### src/rtl/gmii_tx_sched.sv
// gmii_tx_sched: frame scheduler in front of the GMII transmitter.
// It counts the video lines waiting in the pixel FIFO and grants one frame at a time,
// either a video frame or an audio frame. Audio is forced after a bounded number of
// consecutive video grants. A grant that never sees tx_done is aborted by a watchdog.
// Optional build macro: SCHED_STATS_EN adds the frame and abort statistics counters.
module gmii_tx_sched #(
    parameter int PKTS_PER_LINE = 2,
    parameter int LINE_Q_DEPTH  = 4,
    parameter int AUD_MIN_ADE   = 1,
    parameter int AUD_MAX_DEFER = 2,
    parameter int TX_TIMEOUT    = 4095
) (
    input  logic        tx_clk,
    input  logic        sys_rst_n,
    input  logic        line_rdy,
    input  logic        vid_empty,
    input  logic        aud_empty,
    input  logic [3:0]  aud_cnt,
    input  logic        tx_done,
    output logic        send_vid,
    output logic        send_aud,
    output logic [2:0]  line_pend,
    output logic        q_ovf,
    output logic        tx_abort
`ifdef SCHED_STATS_EN
    ,
    output logic [15:0] vid_pkts,
    output logic [15:0] aud_pkts,
    output logic [7:0]  abort_cnt
`endif
);

    localparam logic [3:0]  AUD_MIN   = 4'(AUD_MIN_ADE);
    localparam logic [2:0]  LINE_MAX  = 3'(LINE_Q_DEPTH);
    localparam logic [1:0]  DEFER_MAX = 2'(AUD_MAX_DEFER);
    localparam logic [1:0]  PKT_LAST  = 2'(PKTS_PER_LINE - 1);
    localparam logic [11:0] WDOG_MAX  = 12'(TX_TIMEOUT);

    typedef enum logic [1:0] {IDLE, VID, AUD} state_t;

    state_t      state;
    logic [11:0] wdog;         // current grant cycle number, 1-based
    logic [1:0]  defer;        // video grants taken while audio was waiting
    logic [1:0]  pkt_in_line;

    logic vid_ok, aud_ok, done_vid, retire;

    // Eligibility and line retirement
    always_comb begin
        vid_ok   = (line_pend != 3'd0) && !vid_empty;
        aud_ok   = !aud_empty && (aud_cnt >= AUD_MIN);
        done_vid = (state == VID) && tx_done;
        retire   = done_vid && (pkt_in_line == PKT_LAST);
    end

    // Grant FSM with registered grants, watchdog and audio deferral counter
    always_ff @(posedge tx_clk or negedge sys_rst_n) begin
        if (!sys_rst_n) begin
            state    <= IDLE;
            send_vid <= 1'b0;
            send_aud <= 1'b0;
            tx_abort <= 1'b0;
            wdog     <= 12'd0;
            defer    <= 2'd0;
        end else begin
            tx_abort <= 1'b0;
            case (state)
                IDLE: begin
                    if (aud_ok && (defer >= DEFER_MAX || !vid_ok)) begin
                        state    <= AUD;
                        send_aud <= 1'b1;
                        defer    <= 2'd0;
                        wdog     <= 12'd1;
                    end else if (vid_ok) begin
                        state    <= VID;
                        send_vid <= 1'b1;
                        wdog     <= 12'd1;
                        if (aud_ok && defer != 2'd3)
                            defer <= defer + 2'd1;
                    end
                end
                VID, AUD: begin
                    // tx_done takes precedence over the timeout if both fall on the same cycle
                    if (tx_done) begin
                        state    <= IDLE;
                        send_vid <= 1'b0;
                        send_aud <= 1'b0;
                    end else if (wdog == WDOG_MAX) begin
                        state    <= IDLE;
                        send_vid <= 1'b0;
                        send_aud <= 1'b0;
                        tx_abort <= 1'b1;
                    end else begin
                        wdog <= wdog + 12'd1;
                    end
                end
                default: begin
                    state    <= IDLE;
                    send_vid <= 1'b0;
                    send_aud <= 1'b0;
                end
            endcase
        end
    end

    // Line queue accounting: an aborted frame earns no packet credit
    always_ff @(posedge tx_clk or negedge sys_rst_n) begin
        if (!sys_rst_n) begin
            pkt_in_line <= 2'd0;
            line_pend   <= 3'd0;
            q_ovf       <= 1'b0;
        end else begin
            if (done_vid)
                pkt_in_line <= retire ? 2'd0 : pkt_in_line + 2'd1;
            if (line_rdy && line_pend == LINE_MAX)
                q_ovf <= 1'b1;
            if (line_rdy && !retire && line_pend != LINE_MAX)
                line_pend <= line_pend + 3'd1;
            else if (retire && !line_rdy)
                line_pend <= line_pend - 3'd1;
        end
    end

`ifdef SCHED_STATS_EN
    // Wrapping counts of completed frames and aborts
    always_ff @(posedge tx_clk or negedge sys_rst_n) begin
        if (!sys_rst_n) begin
            vid_pkts  <= 16'd0;
            aud_pkts  <= 16'd0;
            abort_cnt <= 8'd0;
        end else begin
            if (done_vid)
                vid_pkts <= vid_pkts + 16'd1;
            if (state == AUD && tx_done)
                aud_pkts <= aud_pkts + 16'd1;
            if (state != IDLE && !tx_done && wdog == WDOG_MAX)
                abort_cnt <= abort_cnt + 8'd1;
        end
    end
`endif

endmodule
### config.mk
export PLATFORM = sky130hd
export DESIGN_NAME = gmii_tx_sched
export DESIGN_NICKNAME = d
export VERILOG_FILES = /design/src/rtl/gmii_tx_sched.sv
export SDC_FILE = /design/constraint.sdc
export NUM_CORES = 1
export LEC_CHECK = 0
export ABC_AREA = 1
export BUFFER_PORTS_ARGS = -buffer_cell sky130_fd_sc_hd__clkbuf_2
export CELL_PAD_IN_SITES_DETAIL_PLACEMENT = 1
export CELL_PAD_IN_SITES_GLOBAL_PLACEMENT = 1
export CORE_MARGIN = 1
export CORE_UTILIZATION = 45
export DETAILED_ROUTE_END_ITERATION = 8
export PLACE_DENSITY_LB_ADDON = 0.3
export SETUP_SLACK_MARGIN = 0.15
export SLEW_MARGIN = 15
export SYNTH_ARGS = -nofsm -noshare
export SYNTH_HDL_FRONTEND = slang
export SYNTH_SLANG_ARGS = --single-unit
export TNS_END_PERCENT = 30
### constraint.sdc
create_clock -name tx_clk -period 3.4 [get_ports tx_clk]
set_clock_uncertainty 0.05 [all_clocks]
set_input_delay 0 -clock tx_clk [delete_from_list [all_inputs] [get_ports tx_clk]]
set_output_delay 0 -clock tx_clk [all_outputs]
set_load 0.01 [all_outputs]
==> results by group <==
Cells and area
  – Layout fillers: 466
  – Share of cells above drive strength 1: 12.8%
  – Finished Cell Area: 1750 um2
  – Ant diodes: 0
  – Fin nets: 260
  – Area growth syn-to-layout: 10.6%

Setup path
  – CP cell instances: inv_1 > ha_1 > nor2_1 > a21oi_1 > nand2_1 > nor2_2 > nand2_1 > nand2_1
  – Crit path max fanout: 11
  – CP arrival: 2150 ps
  – CP Buf/Inv Count: 1
  – CP most frequent cell: nand2_1
  – Largest stage delay, worst path: 400 ps
  – Crit Path Category: reg -> reg
  – Required time worst endpoint: 3620 ps
  – Cell at the slowest stage of the critical path: ha_1
  – Family with the most delay on the worst path: simple AND/OR/NAND/NOR gates
  – Crit end category: flop
  – Startpoint types: flop

Timing
  – Max_slew headroom: 56.8%
  – Fin crit share: 56.7%
  – Final setup violation count: 0
  – Achievable clock frequency: 0.518 GHz
  – Pins Over Slew Limit: 0
  – Unrepaired setup endpoints after global routing: no
  – Period minus WS final: 1930 ps
  – Setup TNS: 0 ps
  – Hold Vio Cnt, Final: 0
  – Slew @ Worst Pin: 648 ps

Routing
  – First drt pass iteration count: 4
  – Remaining DRCs: 0
  – Per-cell routed wire length: 12.1 um
  – Antenna violation net count after detailed routing: 0
  – Final WL: 3500 um
  – Iter 0 DRT Violations: 50
  – Total vias in the final route: 1,384
  – Via/cell ratio: 4.81

Yosys
  – Yosys cell types: 27
  – Most common cell in the synthesized netlist: nand2_1
  – Post-synthesis register bit count: 25
  – Xor and xnor fraction of the mapped netlist area: 1.67%
  – Yosys top cell by area: dfrtp_1
  – Post-synthesis compound-gate area fraction: 5.23%
  – Average instance area after synthesis: 7.11 um2
  – Synth top area share: 39.7%
  – Seq/Total Area, Yosys: 39.7%
  – Synth top area cells: dfrtp_1, nand2_1, inv_1, nor2_1, ha_1
  – Largest family of logic cells by synthesized area: simple AND/OR/NAND/NOR gates
  – Syn Nets: 239
  – Post-Synth Adder-Cell Area: 6.03%
  – Synthesized instance count: 222
  – Most common library cells after synthesis: nand2_1, inv_1, dfrtp_1
  – Synth Area in Simple Gates: 38.6%
  – Area of the mapped netlist: 1580 um2
  – Multiplexer share of the synthesized area: 0%
  – Ys Warns: 0
  – Most used DFF post-synth: dfrtp_1
  – Post-synthesis async set-or-reset flop share: 100%
  – Number of synthesized flops with an enable pin: 0

Power and ir drop
  – Sw Ratio: 47.5%
  – Leakage: 0.923 nW
  – Maximum vdd ir drop: 323 uV
  – P_int: 0.627 mW
  – PwrDens: 684 nW/um2
  – Clk pwr share: 11.9%
  – Reg power frac: 38.9%
  – Comb power frac: 49.1%
  – Sw power: 0.566 mW

Clock network
  – CTS clk-pin slew, worst paths: 150 ps
  – CTS Hold Bufs: 3
  – Total CTS buffers: 3
  – Post-CTS setup buffer count: 0
  – Clk buf depth: 2
  – CTS H-Tree Depth: 1
  – CTS tree: yes
  – CTS resizes: 0
  – Sink Count: 25
  – Clk Latency, worst-skew pair: 320 ps
  – Root Buffer: clkbuf_4

Place
  – DP HPWL: 2610 um
  – DP Area: 1690 um2
  – GP Congestion: 0.731
  – IO buf count: 16

Global route
  – Initial antenna violation count: 0
  – Total Routing Usage GR: 20.9%
  – First-pass GRT wire length: 5780 um
  – Largest net degree at the start of global routing: 26
  – Number of global-route vias before repair: 1,328
  – Gr ovfl total: 0

Floorplanning
  – Core Box Area: 3340 um2
  – Initial Util: 47.3%
  – Site Rows: 21
  – Io pins: 17
  – Die Wd: 61.2 um
  – Die area: 3750 um2
  – Die height: 61.2 um

Hold path
  – Hold Path Class: in -> reg

Flow run
  – Max_cap viols: 0

Status
  – Status: complete, no violations
[stage by stage]
stage / cells / power [mW] / setup slack (ps) / hold WS (ps) / util [%]
2_1_floorplan: 222 / 0.928 / 1720 / -346 / -
3_3_place_gp: 281 / 1.04 / 1610 / 7.75 / 50.6
3_5_place_dp: 281 / 1.07 / 1550 / 9.16 / 50.6
4_1_cts: 288 / 1.22 / 1440 / 85.4 / 52.3
5_1_grt: 288 / 1.32 / 1280 / 127 / 52.3
6_report: 288 / 1.19 / 1470 / 83.0 / 52.3
[worst min-delay path, stage by stage]
cell and delay, ps:
clkbuf_2 80, inv_1 30, nand2_1 90, nor2_1 80, nand3_1 110, nand2_1 60
[path summary, 6_finish.rpt]
kind	startpoint	end	slack, ps	cells past startpoint
max in group asynchronous	sys_rst_n	line_pend[1]	2720	2
setup reg to reg	state[0]	wdog[3]	1470	8
hold reg to reg	send_vid	send_vid	440	2
min in group asynchronous	sys_rst_n	wdog[8]	160	2
setup / recovery	state[0]	wdog[3]	1470	8
hold / removal	aud_empty	send_aud	80	6
[power groups by stage]
stage	combinational [mW]	clock [mW]	sequential (mW)
after floorplan	0.455	0	0.472
after global placement	0.570	0	0.468
after detailed placement	0.594	0	0.472
after CTS	0.603	0.146	0.466
after global routing	0.678	0.159	0.480
final	0.586	0.142	0.465
[state kept, by name (all words and copies together) (netlist names)]
| register | cells |
|---|---|
| q_ovf | 1 |
| wdog | 12 |
| send_aud | 1 |
| tx_abort | 1 |
| state | 2 |
| pkt_in_line | 2 |
| line_pend | 3 |
| send_vid | 1 |
| defer | 2 |
[cell families (layout without fill, tap and decap cells)]
family | count (synthesis) | in the layout
compound gates | 15 | 15
xor+xnor | 3 | 3
fa+ha+maj | 7 | 7
buf+inv | 33 | 53
flops | 25 | 25
simple gates | 139 | 139
[per-layer routing]
metal / GRT usage (%) / routed length [um]
met4: 7.79 / 22
met3: 1.89 / 59
met5: 0 / 0
met1: 28.3 / 1650
met2: 34.6 / 1770
[cell type report]
| type | count | area [um2] | share of cell area, % |
|---|---|---|---|
| clock buffer | 4 | 26.3 | 1.51 |
| timing repair buffer | 19 | 110 | 6.31 |
| inverter | 30 | 113 | 6.45 |
| sequential | 25 | 626 | 35.8 |
| multi-input combinational | 164 | 813 | 46.6 |
| tap | 46 | 57.6 | 3.30 |
[cells in the final DEF, fill, tap and decap left out, drive strengths merged]
master       synthesis  layout
a21oi                4       4
nand3               15      15
ha                   6       6
dfrtp               25      25
o22ai                1       1
o21ai                8       8
or2                  1       1
inv                 29      29
o211ai               1       1
fa                   1       1
nor3b                1       1
nor2                28      28
xor2                 1       1
dlygate4sd3          0       3
a31o                 1       1
clkinv               1       1
nand2               88      88
clkbuf               1      20
nand4                6       6
xnor2                2       2
(Power assumes the default switching activity.)
